<file path="config.mk">
export PLATFORM = sky130hd
export DESIGN_NAME = addr_seq_unit_flat
export DESIGN_NICKNAME = d
export VERILOG_FILES = /design/src/rtl/addr_seq_unit_pkg.sv /design/src/rtl/addr_seq_unit_if.sv /design/src/rtl/addr_seq_unit_reg_pp_param.sv /design/src/rtl/addr_seq_unit.sv /design/src/flat_wrapper.sv
export SDC_FILE = /design/constraint.sdc
export NUM_CORES = 1
export LEC_CHECK = 0
export BUFFER_PORTS_ARGS = -buffer_cell sky130_fd_sc_hd__buf_2
export CAP_MARGIN = 40
export CORE_MARGIN = 2
export CORE_UTILIZATION = 50
export DETAILED_ROUTE_END_ITERATION = 12
export GPL_TIMING_DRIVEN = 0
export PLACE_DENSITY = 0.8
export SLEW_MARGIN = 5
export SYNTH_ARGS = -nofsm -noshare
export SYNTH_HDL_FRONTEND = slang
export SYNTH_HIERARCHICAL = 1
export SYNTH_SLANG_ARGS = --single-unit
</file>
<file path="constraint.sdc">
create_clock -name clk_i -period 4.15 [get_ports clk_i]
set_clock_uncertainty 0.05 [all_clocks]
set_input_delay 0.83 -clock clk_i [delete_from_list [all_inputs] [get_ports clk_i]]
set_output_delay 0.83 -clock clk_i [all_outputs]
set_load 0.05 [all_outputs]
</file>
<file path="src/rtl/addr_seq_unit_pkg.sv">
// Shared definitions for the address sequencer: command encodings, FSM states,
// default parameter values and a small sign-extension helper.
package addr_seq_unit_pkg;

    localparam int DEF_DATA_WIDTH      = 32;
    localparam int DEF_ADDR_WIDTH      = 26;
    localparam int DEF_INST_START_ADDR = 0;
    localparam int DEF_STACK_DEPTH     = 256;

    typedef enum logic [2:0] {
        OP_PC_INC  = 3'd0,
        OP_BR_REL  = 3'd1,
        OP_JMP_ABS = 3'd2,
        OP_JMP_REG = 3'd3,
        OP_PUSH    = 3'd4,
        OP_POP     = 3'd5,
        OP_FETCH   = 3'd6,
        OP_NOP     = 3'd7
    } cmd_op_e;

    typedef enum logic {
        ST_IDLE     = 1'b0,
        ST_WAIT_ACK = 1'b1
    } state_e;

    // Branch offsets are 16-bit signed; callers truncate to the address width.
    function automatic logic [63:0] sext16(input logic [15:0] v);
        return {{48{v[15]}}, v};
    endfunction

endpackage

</file>
<file path="src/rtl/addr_seq_unit_if.sv">
// Command and memory bus bundle; master is the environment, slave is the sequencer.
interface addr_seq_unit_if
    import addr_seq_unit_pkg::*;
#(
    parameter int DATA_WIDTH = DEF_DATA_WIDTH,
    parameter int ADDR_WIDTH = DEF_ADDR_WIDTH
);
    logic                  cmd_valid;
    logic                  cmd_ready;
    logic [2:0]            cmd_op;
    logic [DATA_WIDTH-1:0] cmd_imm;
    logic [DATA_WIDTH-1:0] cmd_reg;

    logic                  mem_req;
    logic                  mem_we;
    logic [ADDR_WIDTH-1:0] mem_addr;
    logic [DATA_WIDTH-1:0] mem_wdata;
    logic                  mem_ack;
    logic [DATA_WIDTH-1:0] mem_rdata;

    modport master (
        output cmd_valid, cmd_op, cmd_imm, cmd_reg, mem_ack, mem_rdata,
        input  cmd_ready, mem_req, mem_we, mem_addr, mem_wdata
    );

    modport slave (
        input  cmd_valid, cmd_op, cmd_imm, cmd_reg, mem_ack, mem_rdata,
        output cmd_ready, mem_req, mem_we, mem_addr, mem_wdata
    );
endinterface

</file>
<file path="src/rtl/addr_seq_unit_reg_pp_param.sv">
// Load-enabled register with a parametrised reset preset; holds PC and SP.
module addr_seq_unit_reg_pp_param #(
    parameter int               WIDTH  = 8,
    parameter logic [WIDTH-1:0] PRESET = '0
) (
    input  logic             clk_i,
    input  logic             rst_i,
    input  logic             load_i,
    input  logic [WIDTH-1:0] d_i,
    output logic [WIDTH-1:0] q_o
);
    logic [WIDTH-1:0] val_q;

    // Preset on reset, otherwise load when enabled.
    always_ff @(posedge clk_i) begin
        if (rst_i) begin
            val_q <= PRESET;
        end else if (load_i) begin
            val_q <= d_i;
        end else begin
            val_q <= val_q;
        end
    end

    assign q_o = val_q;
endmodule

</file>
<file path="src/rtl/addr_seq_unit.sv">
// Program-counter / stack-pointer sequencer: single-cycle PC updates, and
// push/pop/fetch commands issued as one outstanding memory transaction.
module addr_seq_unit
    import addr_seq_unit_pkg::*;
#(
    parameter int                    DATA_WIDTH      = DEF_DATA_WIDTH,
    parameter int                    ADDR_WIDTH      = DEF_ADDR_WIDTH,
    parameter logic [ADDR_WIDTH-1:0] INST_START_ADDR = ADDR_WIDTH'(DEF_INST_START_ADDR),
    parameter logic [ADDR_WIDTH-1:0] STACK_TOP       = {ADDR_WIDTH{1'b1}},
    parameter int                    STACK_DEPTH     = DEF_STACK_DEPTH
) (
    input  logic                  clk_i,
    input  logic                  rst_i,
    addr_seq_unit_if.slave        bus,
    output logic [DATA_WIDTH-1:0] rdata_o,
    output logic                  rdata_valid_o,
    output logic [ADDR_WIDTH-1:0] pc_o,
    output logic [ADDR_WIDTH-1:0] sp_o,
    output logic                  ovf_o,
    output logic                  udf_o
);
    localparam logic [ADDR_WIDTH-1:0] ONE     = ADDR_WIDTH'(1);
    localparam logic [ADDR_WIDTH-1:0] DEPTH_W = ADDR_WIDTH'(STACK_DEPTH);

    state_e                state_q, state_d;
    cmd_op_e               op_q, op_d;
    logic                  cmd_ready_q, cmd_ready_d;
    logic                  mem_req_q, mem_req_d;
    logic                  mem_we_q, mem_we_d;
    logic [ADDR_WIDTH-1:0] mem_addr_q, mem_addr_d;
    logic [DATA_WIDTH-1:0] mem_wdata_q, mem_wdata_d;
    logic [DATA_WIDTH-1:0] rdata_q, rdata_d;
    logic                  rdata_valid_q, rdata_valid_d;
    logic                  ovf_q, ovf_d;
    logic                  udf_q, udf_d;
    logic                  pc_ld_d, sp_ld_d;
    logic [ADDR_WIDTH-1:0] pc_d, sp_d, pc_q, sp_q;

    cmd_op_e               cmd_op_s;
    logic                  stack_full_s;
    logic                  unused_cmd_bits;

    assign cmd_op_s     = cmd_op_e'(bus.cmd_op);
    // Occupancy is measured downward from STACK_TOP, modulo the address space.
    assign stack_full_s = ((STACK_TOP - sp_q) == DEPTH_W);
    assign unused_cmd_bits = ^{bus.cmd_imm, bus.cmd_reg};

    addr_seq_unit_reg_pp_param #(.WIDTH(ADDR_WIDTH), .PRESET(INST_START_ADDR)) u_pc (
        .clk_i  (clk_i),
        .rst_i  (rst_i),
        .load_i (pc_ld_d),
        .d_i    (pc_d),
        .q_o    (pc_q)
    );

    addr_seq_unit_reg_pp_param #(.WIDTH(ADDR_WIDTH), .PRESET(STACK_TOP)) u_sp (
        .clk_i  (clk_i),
        .rst_i  (rst_i),
        .load_i (sp_ld_d),
        .d_i    (sp_d),
        .q_o    (sp_q)
    );

    // FSM state register.
    always_ff @(posedge clk_i) begin
        if (rst_i) begin
            state_q <= ST_IDLE;
        end else begin
            state_q <= state_d;
        end
    end

    // Next-state, bus request and PC/SP update decisions.
    always_comb begin
        state_d       = state_q;
        op_d          = op_q;
        mem_req_d     = mem_req_q;
        mem_we_d      = mem_we_q;
        mem_addr_d    = mem_addr_q;
        mem_wdata_d   = mem_wdata_q;
        rdata_d       = rdata_q;
        rdata_valid_d = 1'b0;
        ovf_d         = ovf_q;
        udf_d         = udf_q;
        pc_ld_d       = 1'b0;
        pc_d          = pc_q;
        sp_ld_d       = 1'b0;
        sp_d          = sp_q;

        case (state_q)
            ST_IDLE: begin
                if (bus.cmd_valid) begin
                    op_d = cmd_op_s;
                    case (cmd_op_s)
                        OP_PC_INC: begin
                            pc_ld_d = 1'b1;
                            pc_d    = pc_q + ONE;
                        end
                        OP_BR_REL: begin
                            pc_ld_d = 1'b1;
                            pc_d    = pc_q + ONE + ADDR_WIDTH'(sext16(bus.cmd_imm[15:0]));
                        end
                        OP_JMP_ABS: begin
                            pc_ld_d = 1'b1;
                            pc_d    = bus.cmd_imm[ADDR_WIDTH-1:0];
                        end
                        OP_JMP_REG: begin
                            pc_ld_d = 1'b1;
                            pc_d    = bus.cmd_reg[ADDR_WIDTH-1:0];
                        end
                        OP_PUSH: begin
                            if (stack_full_s) begin
                                ovf_d = 1'b1;
                            end else begin
                                state_d     = ST_WAIT_ACK;
                                mem_req_d   = 1'b1;
                                mem_we_d    = 1'b1;
                                mem_addr_d  = sp_q;
                                mem_wdata_d = bus.cmd_reg;
                            end
                        end
                        OP_POP: begin
                            if (sp_q == STACK_TOP) begin
                                udf_d = 1'b1;
                            end else begin
                                state_d    = ST_WAIT_ACK;
                                mem_req_d  = 1'b1;
                                mem_we_d   = 1'b0;
                                mem_addr_d = sp_q + ONE;
                            end
                        end
                        OP_FETCH: begin
                            state_d    = ST_WAIT_ACK;
                            mem_req_d  = 1'b1;
                            mem_we_d   = 1'b0;
                            mem_addr_d = pc_q;
                        end
                        OP_NOP: begin
                            op_d = op_q;
                        end
                        default: begin
                            op_d = op_q;
                        end
                    endcase
                end else begin
                    op_d = op_q;
                end
            end
            ST_WAIT_ACK: begin
                if (bus.mem_ack) begin
                    state_d   = ST_IDLE;
                    mem_req_d = 1'b0;
                    mem_we_d  = 1'b0;
                    case (op_q)
                        OP_PUSH: begin
                            sp_ld_d = 1'b1;
                            sp_d    = sp_q - ONE;
                        end
                        OP_POP: begin
                            sp_ld_d       = 1'b1;
                            sp_d          = sp_q + ONE;
                            rdata_d       = bus.mem_rdata;
                            rdata_valid_d = 1'b1;
                        end
                        OP_FETCH: begin
                            rdata_d       = bus.mem_rdata;
                            rdata_valid_d = 1'b1;
                        end
                        default: begin
                            rdata_valid_d = 1'b0;
                        end
                    endcase
                end else begin
                    state_d = ST_WAIT_ACK;
                end
            end
            default: begin
                state_d   = ST_IDLE;
                mem_req_d = 1'b0;
            end
        endcase

        cmd_ready_d = (state_d == ST_IDLE);
    end

    // Registered bus, status and read-data outputs; reset overrides any completion.
    always_ff @(posedge clk_i) begin
        if (rst_i) begin
            op_q          <= OP_NOP;
            cmd_ready_q   <= 1'b1;
            mem_req_q     <= 1'b0;
            mem_we_q      <= 1'b0;
            mem_addr_q    <= '0;
            mem_wdata_q   <= '0;
            rdata_q       <= '0;
            rdata_valid_q <= 1'b0;
            ovf_q         <= 1'b0;
            udf_q         <= 1'b0;
        end else begin
            op_q          <= op_d;
            cmd_ready_q   <= cmd_ready_d;
            mem_req_q     <= mem_req_d;
            mem_we_q      <= mem_we_d;
            mem_addr_q    <= mem_addr_d;
            mem_wdata_q   <= mem_wdata_d;
            rdata_q       <= rdata_d;
            rdata_valid_q <= rdata_valid_d;
            ovf_q         <= ovf_d;
            udf_q         <= udf_d;
        end
    end

    assign bus.cmd_ready = cmd_ready_q;
    assign bus.mem_req   = mem_req_q;
    assign bus.mem_we    = mem_we_q;
    assign bus.mem_addr  = mem_addr_q;
    assign bus.mem_wdata = mem_wdata_q;
    assign rdata_o       = rdata_q;
    assign rdata_valid_o = rdata_valid_q;
    assign pc_o          = pc_q;
    assign sp_o          = sp_q;
    assign ovf_o         = ovf_q;
    assign udf_o         = udf_q;
endmodule

</file>
<file path="src/flat_wrapper.sv">
// flat-port wrapper written by rule: the top's interface ports become plain ports
module addr_seq_unit_flat import addr_seq_unit_pkg::*;
#(
    parameter int                    DATA_WIDTH      = DEF_DATA_WIDTH,
    parameter int                    ADDR_WIDTH      = DEF_ADDR_WIDTH,
    parameter logic [ADDR_WIDTH-1:0] INST_START_ADDR = ADDR_WIDTH'(DEF_INST_START_ADDR),
    parameter logic [ADDR_WIDTH-1:0] STACK_TOP       = {ADDR_WIDTH{1'b1}},
    parameter int                    STACK_DEPTH     = DEF_STACK_DEPTH
)
  (clk_i, rst_i, rdata_o, rdata_valid_o, pc_o, sp_o, ovf_o, udf_o, bus_cmd_valid, bus_cmd_op, bus_cmd_imm, bus_cmd_reg, bus_mem_ack, bus_mem_rdata, bus_cmd_ready, bus_mem_req, bus_mem_we, bus_mem_addr, bus_mem_wdata);
  addr_seq_unit_if #(.DATA_WIDTH(DATA_WIDTH), .ADDR_WIDTH(ADDR_WIDTH)) bus_i ();
  input  logic clk_i;
  input  logic rst_i;
  output logic [DATA_WIDTH-1:0] rdata_o;
  output logic rdata_valid_o;
  output logic [ADDR_WIDTH-1:0] pc_o;
  output logic [ADDR_WIDTH-1:0] sp_o;
  output logic ovf_o;
  output logic udf_o;
  input wire logic [$bits(bus_i.cmd_valid)-1:0] bus_cmd_valid;
  input wire logic [$bits(bus_i.cmd_op)-1:0] bus_cmd_op;
  input wire logic [$bits(bus_i.cmd_imm)-1:0] bus_cmd_imm;
  input wire logic [$bits(bus_i.cmd_reg)-1:0] bus_cmd_reg;
  input wire logic [$bits(bus_i.mem_ack)-1:0] bus_mem_ack;
  input wire logic [$bits(bus_i.mem_rdata)-1:0] bus_mem_rdata;
  output wire logic [$bits(bus_i.cmd_ready)-1:0] bus_cmd_ready;
  output wire logic [$bits(bus_i.mem_req)-1:0] bus_mem_req;
  output wire logic [$bits(bus_i.mem_we)-1:0] bus_mem_we;
  output wire logic [$bits(bus_i.mem_addr)-1:0] bus_mem_addr;
  output wire logic [$bits(bus_i.mem_wdata)-1:0] bus_mem_wdata;
  assign bus_i.cmd_valid = bus_cmd_valid;
  assign bus_i.cmd_op = bus_cmd_op;
  assign bus_i.cmd_imm = bus_cmd_imm;
  assign bus_i.cmd_reg = bus_cmd_reg;
  assign bus_i.mem_ack = bus_mem_ack;
  assign bus_i.mem_rdata = bus_mem_rdata;
  assign bus_cmd_ready = bus_i.cmd_ready;
  assign bus_mem_req = bus_i.mem_req;
  assign bus_mem_we = bus_i.mem_we;
  assign bus_mem_addr = bus_i.mem_addr;
  assign bus_mem_wdata = bus_i.mem_wdata;
  addr_seq_unit #(.DATA_WIDTH(DATA_WIDTH), .ADDR_WIDTH(ADDR_WIDTH), .INST_START_ADDR(INST_START_ADDR), .STACK_TOP(STACK_TOP), .STACK_DEPTH(STACK_DEPTH)) u_core (.clk_i(clk_i), .rst_i(rst_i), .bus(bus_i), .rdata_o(rdata_o), .rdata_valid_o(rdata_valid_o), .pc_o(pc_o), .sp_o(sp_o), .ovf_o(ovf_o), .udf_o(udf_o));
endmodule
</file>
==> out/qor.csv, run 1 <==
metric;value;unit
outcome;completed;
Core Region;0.0202;mm2
fin. max-slew vios;0;
vias in the first global route;10420;
register area share after synthesis;29.5;%
VDD IR max;0.298;mV
Leak Pwr;5.57;nW
final WL;38100;um
R2R Setup Slk;170;ps
CP Cell Sequence;nand4_1 -> or2_1 -> nor3_4 -> and3_1 -> xor2_1 -> ha_2 -> nand2_1 -> nor2_1 -> a211oi_2 -> a21boi_1 -> a311oi_2 -> xnor2_1 -> a22oi_1 -> o21ai_0 -> mux2i_1 -> nor2_1;
r2r startpoint;u_core/u_pc/q_o[7];
Port Buf Inserts;241;
Initial Util;50.9;%
CP Capture Type;flop;
critical path endpoint;u_core/u_pc/q_o[25];
Worst Setup SP;u_core/u_pc/q_o[7];
root buf cell;clkbuf_16;
fin nets;1714;
Post-DRT Antenna Nets;0;
top cell type's share of synthesized area;29.5;%
WHS;402;ps
final-report hold violation count;0;
Layout fillers;1837;
post-DP HPWL;29000;um
WP buf/inv;0;
largest area contributor in the netlist;dfxtp_1;
Final Total Pwr;3.92;mW
die area;0.0218;mm2
crit start category;flop;
Final setup viols;0;
Placed Area;0.0118;mm2
Die X;148;um
crit path time final;3980;ps
worst reg2reg endpoint;u_core/u_pc/q_o[25];
first-pass GRT wire length;58000;um
dominant cells by area after synthesis;dfxtp_1, nor2_1, mux2i_1, nand2_1, a21oi_1;
clock sink count;152;
Worst Hold Class;flop to flop;
htree depth;4;
Layout area overhead;22.1;%
1st-iter DRT viols;1461;
Inserted Clock Buffers;17;
synthesized instance count;1324;
CTS tree;yes;
RePlAce Congestion;0.989;
max cap viols;0;
critical path's most frequent cell;nor2_1;
fraction of final layout cells sized beyond drive strength 1;24.3;%
Post-synth EDFFs;0;
Crit path depth;16;
chip height;148;um
Seq cells post-synth;152;
HP Start;u_core/rdata_o[13];
pwr dens;312;mW/mm2
net count after synthesis;1456;
critical path class;flop to flop;
GRT Total Usage;33.7;%
# hold bufs at CTS;0;
asr flop ratio synth;0;%
CP Data Required Time;4470;ps
CP peak stage delay;580;ps
unrepaired setup endpoints after global routing;yes;
Post-Syn Area per Cell;7.78;um2
global route total overflow;0;
Least-Margin Pin Slew;774;ps
cells on worst reg2reg path;16;
Skew-Pair Late Insertion Delay;430;ps
number of remaining DRC errors;0;
initial antenna violation count;1;
CTS clk-pin slew, worst paths;70;ps
CP max stage cell;dfxtp_1;
ys flop type;dfxtp_1;
first-pass detailed-route iteration total;7;
pin count of the biggest net entering global routing;20;
setup TNS;0;ps
CP delay by family, top;simple AND/OR/NAND/NOR gates;
relative slew slack;48.4;%
WP data arrival;4300;ps
IO Count;251;
Vias/cell;6.04;
DR WL/cell;20.4;um
synth warn;6;
crit-path max FO;9;
via count;11276;
row count;52;
CTS Buffer Depth;2;
Synth cell types;79;
post-layout instance area;0.0126;mm2
most common cell in the synthesized netlist;nor2_1;
Cell Area, Synth;0.0103;mm2
synth cell count leaders;nor2_1, dfxtp_1, nand2_1, a21oi_1, o21ai_0;
post-route clock period utilization;96.0;%
highest clock rate;0.251;GHz
==> area by class of cell <==
| class | count | area [um2] | share of cell area (%) |
|---|---|---|---|
| Antenna cell | 1 | 2.50 | 0.0199 |
| Buffer | 106 | 529 | 4.21 |
| Clock buffer | 17 | 425 | 3.38 |
| Clock inverter | 15 | 194 | 1.54 |
| Inverter | 27 | 101 | 0.806 |
| Multi-Input combinational cell | 1035 | 6720 | 53.4 |
| Sequential cell | 152 | 3050 | 24.2 |
| Tap cell | 270 | 338 | 2.69 |
| Timing Repair Buffer | 243 | 1220 | 9.71 |
==> power breakdown <==
group          leakage, nW  switching (mW)  total [mW]  internal [mW]
logic                 4.04           0.526       0.780          0.255
registers             1.24          0.0375        1.54           1.50
clock network        0.300           0.776        1.60          0.828
==> per-stage QoR <==
step	setup slack, ps	utilization, %	std cells
detailed placement	-459	58.5	1835
finish	167	62.2	1866
global route	-32.6	62.1	1865
floorplan	175	-	1324
global placement	-353	58.5	1835
CTS	0.658	61.7	1867
==> kinds of logic after synthesis <==
logic type,Yosys count,synth area share [%]
buffers and inverters,137,6.22
muxes,81,8.07
xor gates and xnor gates,64,5.44
DFF,152,29.5
and+or+nand+nor,515,23.4
AOI/OAI and AO/OA,346,23.8
adders and majority gates,29,3.60
==> sequential cells by signal (all words and copies together), names as in the netlist <==
signal and cells:
u_core/op_q 3, u_core/ovf_o 1, u_core/u_pc/q_o 26, u_core/bus.mem_wdata 32, u_core/bus.mem_addr 26, u_core/state_q 1
u_core/u_sp/q_o 26, u_core/bus.cmd_ready 1, u_core/rdata_o 32, u_core/rdata_valid_o 1, u_core/udf_o 1, u_core/bus.mem_we 1
u_core/bus.mem_req 1
==> worst min-delay path by stage <==
stage / to / slack, ps / depth (start not counted)
2_1_floorplan: u_core/op_q[1] / 460 / 2
3_3_place_gp: u_core/rdata_o[19] / 390 / 2
3_5_place_dp: u_core/rdata_o[9] / 390 / 2
4_1_cts: u_core/rdata_o[9] / 400 / 2
5_1_grt: u_core/rdata_o[9] / 420 / 2
6_report: u_core/rdata_o[13] / 400 / 2
==> placed cells by master (no fill, tap or decap), drive strengths merged, types with 9 or more instances in the layout <==
cell type and instances:
a311oi 9, nor4 11, mux2 16, and2 10, nand4 19, dfxtp 152
nor3 30, a22oi 28, buf 280, o21ai 83, nand2 148, a21o 12
xor2 33, clkbuf 86, nor2 182, and3 22, a221oi 12, nand3 28
a211o 26, nor2b 35, a222oi 12, ha 28, a211oi 22, mux2i 65
a21oi 85, xnor2 31, inv 34
==> layer usage <==
layer	vias to the layer above	GRT usage (%)	wire length (um)
met2	739	53.3	16700
met4	0	14.5	1630
met3	125	6.57	4320
met1	5160	44.9	15400
met5	-	0	0
li1	5252	-	-
==> worst min-delay path: stages, from the launching register on <==
cell and delay (ps):
dfxtp_1 310, nand2_1 50, a21oi_1 50
==> repair_timing <==
item                                    4_1_cts  5_1_grt
gates resized for setup                       6       25
buffers inserted                              0        2
pin swaps                                     0        1
endpoints found under the setup margin        6        9
(Power assumes the default switching activity.)
==> run 2: changes to the inputs <==
--- a/config.mk
+++ b/config.mk
@@ -7,11 +7,12 @@
 export LEC_CHECK = 0
 export BUFFER_PORTS_ARGS = -buffer_cell sky130_fd_sc_hd__buf_2
 export CAP_MARGIN = 40
+export CORE_ASPECT_RATIO = 1.2
 export CORE_MARGIN = 2
 export CORE_UTILIZATION = 50
 export DETAILED_ROUTE_END_ITERATION = 12
 export GPL_TIMING_DRIVEN = 0
-export PLACE_DENSITY = 0.8
+export PLACE_DENSITY = 0.72
 export SLEW_MARGIN = 5
 export SYNTH_ARGS = -nofsm -noshare
 export SYNTH_HDL_FRONTEND = slang
==> run 2 against run 1 <==
Net effect: sequential share of layout area hardly changed; register-to-register slack about the same; clock power grew 2%; highest routed layer is now met5.
==> out/qor.csv, run 2 (same netlist as run 1, synthesis figures left out) <==
metric;value;unit;change
WP buf/inv;0;;unchanged
CP Capture Type;flop;;unchanged
r2r startpoint;u_core/u_pc/q_o[5];;was u_core/u_pc/q_o[7]
IO Count;251;;unchanged
Post-DRT Antenna Nets;0;;unchanged
Crit path depth;14;;was 16
VDD IR max;0.256;mV;was 0.298 mV
initial antenna violation count;1;;unchanged
Reg area;0.00305;mm2;about the same
Layout fillers;1935;;was 1837
# placed instances;1830;;was 1835
Inserted Clock Buffers;17;;unchanged
# hold bufs at CTS;0;;unchanged
CTS Buffer Depth;2;;unchanged
global route total overflow;0;;unchanged
setup TNS;0;ps;unchanged
WP data arrival;4240;ps;was 4300 ps
fin nets;1717;;was 1714
Die X;135;um;was 148 um
CTS clk-pin slew, worst paths;70;ps;about the same
commonest non-fill, non-tap cell in the layout;buf_2;;unchanged
Final Total Pwr;3.94;mW;was 3.92 mW
number of remaining DRC errors;0;;unchanged
Vias/cell;5.99;;was 6.04
via count;11164;;was 11276
Leak Pwr;5.56;nW;was 5.57 nW
post-layout instance count excluding filler cells;1863;;was 1866
Final setup viols;0;;unchanged
CP Data Required Time;4420;ps;was 4470 ps
max cap viols;0;;unchanged
cells on worst reg2reg path;14;;was 16
Worst Hold Class;flop to flop;;unchanged
die area;0.0218;mm2;about the same
GRT Total Usage;33.0;%;was 33.7%
critical path class;flop to flop;;unchanged
outcome;completed;;unchanged
first-pass detailed-route iteration total;6;;was 7
clock sink count;152;;unchanged
root buf cell;clkbuf_16;;unchanged
Layout area overhead;22.1;%;about the same
CP delay by family, top;compound AO/OA/AOI/OAI gates;;was simple AND/OR/NAND/NOR gates
1st-iter DRT viols;1198;;was 1461
hold path cells;2;;unchanged
Core Region;0.0203;mm2;was 0.0202 mm2
Initial Util;50.8;%;was 50.9%
Worst Setup SP;u_core/u_pc/q_o[5];;was u_core/u_pc/q_o[7]
pin count of the biggest net entering global routing;19;;was 20
Placed Area;0.0118;mm2;about the same
CP peak stage delay;540;ps;was 580 ps
fraction of final layout cells sized beyond drive strength 1;24.3;%;about the same
htree depth;4;;unchanged
most frequent cells in the layout;buf_2, nor2_1, dfxtp_1;;was buf_2, nor2_1, nand2_1
Ant. Diodes;0;;was 1
worst setup margin;179;ps;was 167 ps
pwr dens;313;mW/mm2;was 312 mW/mm2
crit start category;flop;;unchanged
row count;57;;was 52
post-layout instance area;0.0126;mm2;about the same
post-DP HPWL;29000;um;about the same
final design utilization;62.1;%;was 62.2%
Port Buf Inserts;241;;unchanged
DR WL/cell;20.0;um;was 20.4 um
final WL;37300;um;was 38100 um
Least-Margin Pin Slew;794;ps;was 774 ps
Skew-Pair Late Insertion Delay;440;ps;was 430 ps
HP Start;u_core/rdata_o[4];;was u_core/rdata_o[13]
chip height;161;um;was 148 um
relative slew slack;47.1;%;was 48.4%
fin. max-slew vios;0;;unchanged
vias in the first global route;10264;;was 10420
WHS;403;ps;was 402 ps
CTS tree;yes;;unchanged
final-report hold violation count;0;;unchanged
crit-path max FO;7;;was 9
first-pass GRT wire length;56200;um;was 58000 um
DP Worst Slack;-506;ps;was -459 ps
CP Cell Sequence;nand3_1 -> nor4_2 -> xor2_1 -> ha_1 -> a21oi_1 -> nand2_1 -> o21ai_0 -> a21oi_2 -> a31oi_1 -> o21ai_1 -> a21oi_1 -> o211ai_1 -> mux2i_1 -> nor2_1;;was nand4_1 -> or2_1 -> nor3_4 -> and3_1 -> xor2_1 -> ha_2 -> nand2_1 -> nor2_1 -> a211oi_2 -> a21boi_1 -> a311oi_2 -> xnor2_1 -> a22oi_1 -> o21ai_0 -> mux2i_1 -> nor2_1
CP max stage cell;dfxtp_1;;unchanged
R2R Setup Slk;180;ps;was 170 ps
RePlAce Congestion;0.984;;was 0.989
highest clock rate;0.252;GHz;was 0.251 GHz
Multi-input gate area;0.00670;mm2;was 0.00672 mm2
post-route clock period utilization;95.7;%;was 96.0%
critical path's most frequent cell;a21oi_1;;was nor2_1
crit path time final;3970;ps;was 3980 ps
run 2: cell types whose count changed in the layout (fill, tap and decap cells not counted), sizes merged:
cell,change
buf,+2
inv,-2
bufinv,+1
clkbuf,+1
clkinvlp,+1
diode,-1
run 2: what timing repair did:
action,4_1_cts,5_1_grt
pin swaps,0,3
hold endpoints to repair,0,0
setup endpoints to repair,4,8
resized for setup,4,22
setup buffers,0,4
run 2: power by group:
| part | switching (mW) | internal, mW |
|---|---|---|
| combinational | 0.513 | 0.254 |
| clock | 0.764 | 0.874 |
| sequential | 0.0383 | 1.50 |
run 2: tightest hold or removal path, delay by kind of cell, from the launching register on:
family / cells / cell delay, ps
AOI/OAI and AO/OA: 1 / 50
DFF: 1 / 310
and+or+nand+nor: 1 / 50
run 2: area by class of cell:
type / count / area share [%]
timing repair buffer: 245 / 9.83
clock inverter: 15 / 1.62
multi-input combinational: 1035 / 53.2
buffer: 107 / 4.25
tap: 265 / 2.64
clock buffer: 17 / 3.38
inverter: 27 / 0.806
sequential: 152 / 24.2
run 2: worst paths after layout:
path	endpoint
worst max-delay path	u_core/u_pc/q_o[21]
worst min-delay path	u_core/rdata_o[4]
worst max register to register	u_core/u_pc/q_o[21]
worst min register to register	u_core/rdata_o[4]
run 2: routing by layer:
metal | share of wire, % | global-route usage, %
met1 | 40 | 40.2
met2 | 48 | 55.4
met3 | 7.5 | 5.96
met4 | 5.2 | 17.0
met5 | 0.035 | 0
